## config.mk

```make
export PLATFORM = sky130hd
export DESIGN_NAME = gsim_seq_ctrl
export DESIGN_NICKNAME = d
export VERILOG_FILES = /design/src/rtl/gsim_seq_ctrl.sv
export SDC_FILE = /design/constraint.sdc
export NUM_CORES = 1
export LEC_CHECK = 0
export CAP_MARGIN = 20
export CELL_PAD_IN_SITES_DETAIL_PLACEMENT = 0
export CELL_PAD_IN_SITES_GLOBAL_PLACEMENT = 1
export CORE_MARGIN = 3
export CORE_UTILIZATION = 24
export DETAILED_ROUTE_END_ITERATION = 16
export PLACE_DENSITY = 0.95
export SETUP_SLACK_MARGIN = 0.5
export SLEW_MARGIN = 20
export SYNTH_ARGS = -nofsm -noshare
export SYNTH_HDL_FRONTEND = slang
export SYNTH_SLANG_ARGS = --single-unit
```

## constraint.sdc

```tcl
create_clock -name clk -period 4.3 [get_ports clk]
set_clock_uncertainty 0.2 [all_clocks]
set_input_delay 0.43 -clock clk [delete_from_list [all_inputs] [get_ports clk]]
set_output_delay 0.43 -clock clk [all_outputs]
set_load 0.03 [all_outputs]
```

## src/rtl/gsim_seq_ctrl.sv

```systemverilog
// Sequencer for the GSIM 16-entry x-vector shift register: load, ITER
// Gauss-Seidel sweeps of row requests/write-backs, then a valid/ready drain.
module gsim_seq_ctrl #(
  parameter int BIT_WIDTH = 32,
  parameter int ITER      = 100,
  parameter int ITW       = 10
) (
  input  logic                 clk,
  input  logic                 rst_n,
  input  logic                 start,
  input  logic                 in_valid,
  input  logic [BIT_WIDTH-1:0] in_data,
  output logic                 in_ready,
  output logic [1:0]           sh_ctrl,
  output logic                 sh_ien,
  output logic [BIT_WIDTH-1:0] sh_in,
  input  logic [BIT_WIDTH-1:0] sh_tap,
  output logic                 calc_start,
  output logic [3:0]           calc_row,
  input  logic                 calc_done,
  input  logic [BIT_WIDTH-1:0] calc_result,
  output logic                 out_valid,
  input  logic                 out_ready,
  output logic [BIT_WIDTH-1:0] out_data,
  output logic                 busy,
  output logic                 done
);

  typedef enum logic [2:0] {
    S_IDLE,
    S_LOAD,
    S_ISSUE,
    S_WAIT,
    S_DRAIN,
    S_DONE
  } state_t;

  localparam logic [1:0]     CTRL_SHIFT1 = 2'b00;
  localparam logic [1:0]     CTRL_HOLD   = 2'b11;
  localparam logic [ITW-1:0] ITER_LAST   = ITW'(ITER - 1);

  state_t         state, state_nx;
  logic [3:0]     row, row_nx;
  logic [ITW-1:0] iter, iter_nx;
  logic [4:0]     shifts, shifts_nx;
  logic [4:0]     beats, beats_nx;
  logic           out_valid_nx;
  logic           shift_ok;
  logic           accept;

  // A drain shift may only happen once the tap value has been consumed.
  assign shift_ok = (state == S_DRAIN) && (!out_valid || out_ready) && (shifts < 5'd16);
  assign accept   = (state == S_DRAIN) && out_valid && out_ready;

  assign calc_row = row;
  assign out_data = sh_tap;
  assign busy     = (state != S_IDLE);

  always_ff @(posedge clk or negedge rst_n) begin
    if (!rst_n) begin
      state     <= S_IDLE;
      row       <= '0;
      iter      <= '0;
      shifts    <= '0;
      beats     <= '0;
      out_valid <= 1'b0;
    end else begin
      state     <= state_nx;
      row       <= row_nx;
      iter      <= iter_nx;
      shifts    <= shifts_nx;
      beats     <= beats_nx;
      out_valid <= out_valid_nx;
    end
  end

  always_comb begin
    state_nx     = state;
    row_nx       = row;
    iter_nx      = iter;
    shifts_nx    = shifts;
    beats_nx     = beats;
    out_valid_nx = out_valid;
    sh_ctrl      = CTRL_HOLD;
    sh_ien       = 1'b0;
    sh_in        = '0;
    in_ready     = 1'b0;
    calc_start   = 1'b0;
    done         = 1'b0;

    case (state)
      S_IDLE: begin
        if (start) begin
          state_nx = S_LOAD;
          row_nx   = '0;
        end
      end

      S_LOAD: begin
        in_ready = 1'b1;
        if (in_valid) begin
          sh_ctrl = CTRL_SHIFT1;
          sh_ien  = 1'b1;
          sh_in   = in_data;
          row_nx  = row + 4'd1;
          if (row == 4'd15) begin
            state_nx = S_ISSUE;
            row_nx   = '0;
            iter_nx  = '0;
          end
        end
      end

      S_ISSUE: begin
        calc_start = 1'b1;
        state_nx   = S_WAIT;
      end

      S_WAIT: begin
        if (calc_done) begin
          sh_ctrl = CTRL_SHIFT1;
          sh_ien  = 1'b1;
          sh_in   = calc_result;
          if (row != 4'd15) begin
            row_nx   = row + 4'd1;
            state_nx = S_ISSUE;
          end else begin
            row_nx = '0;
            if (iter == ITER_LAST) begin
              state_nx  = S_DRAIN;
              shifts_nx = '0;
              beats_nx  = '0;
            end else begin
              iter_nx  = iter + ITW'(1);
              state_nx = S_ISSUE;
            end
          end
        end
      end

      S_DRAIN: begin
        if (shift_ok) begin
          sh_ctrl      = CTRL_SHIFT1;
          shifts_nx    = shifts + 5'd1;
          out_valid_nx = 1'b1;
        end else if (accept) begin
          out_valid_nx = 1'b0;
        end
        if (accept) begin
          beats_nx = beats + 5'd1;
          if (beats == 5'd15) state_nx = S_DONE;
        end
      end

      S_DONE: begin
        done     = 1'b1;
        state_nx = S_IDLE;
      end

      default: state_nx = S_IDLE;
    endcase
  end

endmodule

```

==> impl_results.md, run 1 <==
* Post-synth top cells: a22o_1 (36), buf_4 (33), dfrtp_1 (28)
* Initial core utilization at 24.9%
* Hold_buf cts at 0
* Post-DP HPWL at 5.44 mm
* DR pass1 iterations at 4
* Row cnt at 34
* Fill count at 889
* Max_cap viols at 0
* Number of flops mapped to enable cells by yosys at 0
* Minimum clock period at 3.31 ns
* Core box area at 8760 um^2
* Max Freq at 302 MHz
* Setup-failing EPs final at 0
* Clk root buf: clkbuf_8
* PostCTS Resize Cnt at 0
* Clock H-tree levels at 1
* Startpoint Class: register
* Largest net degree at the start of global routing at 34
* WS Path Type: register to output pin
* P_leak at 1.28 nW
* Worst EP required at 3.67 ns
* Final period util at 77.0%
* Post-synth cell types at 43
* Count leader, synth: a22o_1
* Crit path max fanout at 33
* Post-DRT Antenna Nets at 0
* Share of layout cells above drive strength 1 at 4.70%
* CTS tree: built
* Sequential fraction of the synthesis area at 32.1%
* Critical Path AT at 2.68 ns
* Slew @ Worst Pin at 0.837 ns
* Critical Path End Type: output pin
* Area contributors post-synth: dfrtp_1 (32%), a22o_1 (14%), buf_4 (11%), o31ai_1 (4.8%), o21ai_0 (3.0%)
* Area taken by multi-input logic gates at 1170 um^2
* Placer Congestion at 0.825
* Setup TNS at 0 ns
* Worst Hold Class: register to register
* Number of synthesized register bits at 28
* Pwr Density at 433 nW/um^2
* Total grt overflow at 0
* Area growth syn-to-layout at 47.2%
* Total wire length at 6.66 mm
* Die W at 101 um
* Ant diodes at 0
* Synth Warn # at 0
* Top-area cell type share of the netlist area at 32.1%
* Final Util at 36.6%
* Worst-path clk slew at 0.10 ns
* Async SR Flop Fraction at 100%
* Vias per inst at 5.15
* GRT Overall Usage at 12.0%
* Port bufs at 113
* Hold Fails Final Rpt at 0
* Vias after detailed routing at 2198
* Status: finished, final reports clean
* Avg Cell Area, Syn at 8.82 um^2
* Postcts setup bufs at 0
* Worst path max stage delay at 0.74 ns
* WL/cell at 15.6 um
* Die height at 101 um
* IR drop worst, VDD at 0.233 mV
* Clock Path Buffers at 2
* Initial antenna violation count at 0
* Syn Inst Count at 247
* Clock latency on the worst-skew pair at 0.27 ns
* Vias in the first global route at 2050
* Drt initial violations at 87
* Max-slew headroom at 43.7%
* I/O pins at 178
* Syn nets at 354
* Slowest cell on crit path: clkdlybuf4s50_1
* Clk sinks at 28
* Synth Flop Type: dfrtp_1
* DRC at 0
* Register Area at 701 um^2
* Final Max Tran Viols at 0
* First-pass GRT wire length at 10.1 mm
* CP Cell Sequence: nor2b_1 > and3_1 > buf_4 > a22o_1 > clkdlybuf4s50_1
* Post-synth top area cell: dfrtp_1
* Cell area after synthesis at 2180 um^2
* RSZ-0062 raised after global routing: no
* DIE AREA at 10300 um^2
* CTS Buf Count at 3
* Nets at 428
-- metal layers --
| metal | wire (um) | GRT usage [%] |
|---|---|---|
| met1 | 2730 | 14.8 |
| met2 | 3320 | 20.7 |
| met4 | 99 | 3.27 |
| met5 | 0 | 0 |
| met3 | 517 | 2.89 |
-- stage by stage --
stage / area, um^2 / hold slack, ns / std cells / setup WS [ns] / power [W]
floorplan: 2180 / -0.0656 / 247 / 1.79 / 0.000932
global placement: 3170 / 0.283 / 424 / 1.27 / 0.00125
detailed placement: 3170 / 0.286 / 424 / 1.29 / 0.00126
CTS: 3210 / 0.313 / 427 / 0.998 / 0.00140
global route: 3210 / 0.327 / 427 / 0.843 / 0.00147
finish: 3210 / 0.311 / 427 / 0.991 / 0.00139
-- logic make-up after synthesis --
family,count (synthesis),synth area share [%]
AO/OA/AOI/OAI,77,27.3
XOR/XNOR,2,0.804
adder cells (fa/ha/maj),5,2.87
buffers and inverters,50,14.3
flip-flops,28,32.1
multiplexers,2,1.03
AND/OR/NAND/NOR,83,21.6
-- layout by cell type (no fill, tap or decap), drive strengths merged, types with 2 or more instances in the layout --
master,n
clkdlybuf4s50,113
a22o,36
clkbuf,3
nand2,17
mux2,2
or4,3
dfrtp,28
nor3b,4
nor4,2
nor3,5
nand3,11
inv,3
and3,7
nor2,11
nor2b,3
o31ai,14
ha,5
a21boi,4
nand4,3
or3,8
buf,3
and2,3
nand2b,2
a22oi,2
o21ai,13
-- state kept, by name, summed over array words and instances, names as in the netlist --
register and cells:
iter 10, beats 5, state 3, shifts 5, out_valid 1, calc_row 4
-- path summary, 6_finish.rpt --
path	slack (ns)	startpoint	end	depth (start not counted)
min in group asynchronous	0.33	rst_n	out_valid$_DFFE_PN0P_	2
hold reg to reg	0.31	beats[4]$_DFFE_PN0P_	beats[4]$_DFFE_PN0P_	1
max in group asynchronous	3.29	rst_n	iter[1]$_DFFE_PN0P_	2
setup reg to reg	1.68	iter[0]$_DFFE_PN0P_	iter[2]$_DFFE_PN0P_	5
setup / recovery	0.99	state[0]$_DFFE_PN0P_	sh_in[3]	5
hold / removal	0.31	beats[4]$_DFFE_PN0P_	beats[4]$_DFFE_PN0P_	1
-- power by group --
group	switching, W	internal, W
registers	0.0000529	0.000291
logic	0.000505	0.000399
clock network	0.0000797	0.0000628
total	0.000638	0.000753
-- layout make-up --
cell class              count  share of cell area, %
repair buffers            116                   35.9
clock buffers               3                   1.29
well taps                 108                   4.21
multi-input cells         169                   36.4
inverters                   3                  0.351
flip-flops and latches     28                   21.8
-- critical path: cells and delay by family (launching register included) --
| kind | cells | cell delay (ns) |
|---|---|---|
| compound gates | 1 | 0.19 |
| flops | 1 | 0.61 |
| buf+inv | 2 | 1.04 |
| simple gates | 2 | 0.54 |
Power figures use the tool's default switching activity.
==> run 2: changes to the inputs <==
- CORE_UTILIZATION: 24 -> 22
- PLACE_DENSITY: 0.95 -> 0.9
- clock period: 4.3 -> 3.5 ns (I/O delays scaled with it)
==> impl_results.md, run 2 (synthesized netlist as in run 1, its figures left out) <==
* Worst-path clk slew at 0.09 ns (was 0.10 ns)
* Most flops, register: iter (unchanged)
* RSZ-0062 raised after global routing: no (unchanged)
* Most common cell after layout, fill and taps aside: clkdlybuf4s50_1 (unchanged)
* Max-slew headroom at 63.1% (was 43.7%)
* Max reg flops at 10 (unchanged)
* Max Freq at 346 MHz
* Worst Hold Class: input pin to asynchronous set/reset pin (was register to register)
* Most frequent cells in the layout: clkdlybuf4s50_1 (81), a22o_1 (36), dlygate4sd2_1 (31) (was clkdlybuf4s50_1 (113), a22o_1 (36), dfrtp_1 (28))
* Vias per inst at 4.80 (was 5.15)
* P_leak at 1.41 nW (was 1.28 nW)
* Total wire length at 7.29 mm (was 6.66 mm)
* Setup-failing EPs final at 0 (unchanged)
* Initial core utilization at 23.1% (was 24.9%)
* Port bufs at 113 (unchanged)
* CTS Buf Count at 3 (unchanged)
* DRC at 0 (unchanged)
* Share of layout cells above drive strength 1 at 6.25% (was 4.70%)
* Post-DP HPWL at 6.17 mm (was 5.44 mm)
* Critical Path End Type: output pin (unchanged)
* Final period util at 82.7%
* GRT Overall Usage at 12.8% (was 12.0%)
* Drt initial violations at 70 (was 87)
* Clk sinks at 28 (unchanged)
* IR drop worst, VDD at 0.218 mV (was 0.233 mV)
* Total grt overflow at 0 (unchanged)
* I/O pins at 178 (unchanged)
* Die height at 106 um (was 101 um)
* Crit path max fanout at 18 (was 33)
* First-pass GRT wire length at 11.5 mm (was 10.1 mm)
* Nets at 429 (was 428)
* DP Area at 3200 um^2 (was 3170 um^2)
* Area growth syn-to-layout at 47.8% (was 47.2%)
* Placer Congestion at 0.776 (was 0.825)
* Slowest cell on crit path: clkdlybuf4s50_1 (unchanged)
* Placed Instances at 446 (was 424)
* Pwr Total at 0.00165 W (was 0.00139 W)
* Final non-filler cell total at 449 (was 427)
* Slew @ Worst Pin at 0.547 ns (was 0.837 ns)
* DR pass1 iterations at 4 (unchanged)
* Vias after detailed routing at 2154 (was 2198)
* Ant diodes at 0 (unchanged)
* Final Max Tran Viols at 0 (unchanged)
* Postcts setup bufs at 0 (unchanged)
* Post-DRT Antenna Nets at 0 (unchanged)
* Clk root buf: clkbuf_8 (unchanged)
* Initial antenna violation count at 0 (unchanged)
* Hold Fails Final Rpt at 0 (unchanged)
* Row cnt at 35 (was 34)
* Worst path max stage delay at 0.60 ns (was 0.74 ns)
* CTS tree: built (unchanged)
* Status: finished, final reports clean (unchanged)
* Worst EP required at 2.95 ns (was 3.67 ns)
* DIE AREA at 11100 um^2 (was 10300 um^2)
* Clock Path Buffers at 2 (unchanged)
* Clock H-tree levels at 1 (unchanged)
* Clock latency on the worst-skew pair at 0.27 ns (about the same)
* Top Registers: iter (10), beats (5), shifts (5) (unchanged)
* Max_cap viols at 0 (unchanged)
* Minimum clock period at 2.89 ns
* Finished Cell Area at 3220 um^2 (was 3210 um^2)
* Pwr Density at 511 nW/um^2 (was 433 nW/um^2)
* Die W at 106 um (was 101 um)
* Hold WS at 0.259 ns (was 0.311 ns)
* Fill count at 999 (was 889)
* Largest net degree at the start of global routing at 34 (unchanged)
* Setup TNS at 0 ns (unchanged)
* WS Path Type: register to output pin (unchanged)
* Startpoint Class: register (unchanged)
* Critical Path AT at 2.34 ns (was 2.68 ns)
* Core box area at 9420 um^2 (was 8760 um^2)
* Vias in the first global route at 2207 (was 2050)
* WL/cell at 16.2 um (was 15.6 um)
* CP Cell Sequence: or3b_2 > nor3_2 > nor2_1 > clkdlybuf4s50_1 (was nor2b_1 > and3_1 > buf_4 > a22o_1 > clkdlybuf4s50_1)
-- run 2: layout make-up --
| class | count | area, um^2 | area share [%] |
|---|---|---|---|
| Tap cell | 129 | 161 | 5.01 |
| Multi-Input combinational cell | 169 | 1170 | 36.5 |
| Clock buffer | 3 | 41.3 | 1.28 |
| Timing Repair Buffer | 117 | 1130 | 35.0 |
| Sequential cell | 28 | 703 | 21.8 |
| Inverter | 3 | 11.3 | 0.350 |
-- run 2: final timing paths --
path                                       from                    to  slack, ns  cells after the start
max in group asynchronous                 rst_n  state[2]$_DFFE_PN0P_       2.55                      2
hold / removal                            rst_n   iter[6]$_DFFE_PN0P_       0.26                      2
min in group clk           beats[4]$_DFFE_PN0P_  beats[4]$_DFFE_PN0P_       0.32                      1
hold reg to reg            beats[4]$_DFFE_PN0P_  beats[4]$_DFFE_PN0P_       0.32                      1
setup reg to reg            iter[0]$_DFFE_PN0P_  beats[2]$_DFFE_PN0P_       1.00                      5
setup / recovery           state[2]$_DFFE_PN0P_            sh_ctrl[1]       0.61                      4
-- run 2: worst max-delay path: cells and delay by family, from the launching register on --
family	cells	cell delay (ns)
simple gates	3	0.92
buf+inv	1	0.60
flops	1	0.55
-- run 2: per-stage QoR --
step / util [%] / setup slack [ns]
after floorplan: - / 1.09
after global placement: 34.0 / 0.602
after detailed placement: 34.0 / 0.584
after CTS: 34.1 / 0.469
after global routing: 34.2 / 0.502
final: 34.2 / 0.606
-- run 2: what timing repair did --
action | 4_1_cts | 5_1_grt
hold buffers | 0 | 0
resized for setup | 35 | 2
endpoints found under the setup margin | 34 | 1
-- run 2: power breakdown --
| group | total [W] | switching (W) | internal (W) |
|---|---|---|---|
| Clock | 0.000174 | 0.0000963 | 0.0000773 |
| Combinational | 0.00105 | 0.000632 | 0.000419 |
| Sequential | 0.000422 | 0.0000634 | 0.000358 |
-- run 2: metal layers --
| layer | global-route usage, % | vias up | routed length (um) | part of all wire [%] |
|---|---|---|---|---|
| met1 | 13.9 | 972 | 2750 | 38 |
| met3 | 3.49 | 12 | 627 | 8.6 |
| met2 | 24.0 | 124 | 3740 | 51 |
| met5 | 0 | - | 0 | 0 |
| met4 | 4.16 | 0 | 169 | 2.3 |
| li1 | - | 1046 | - | - |
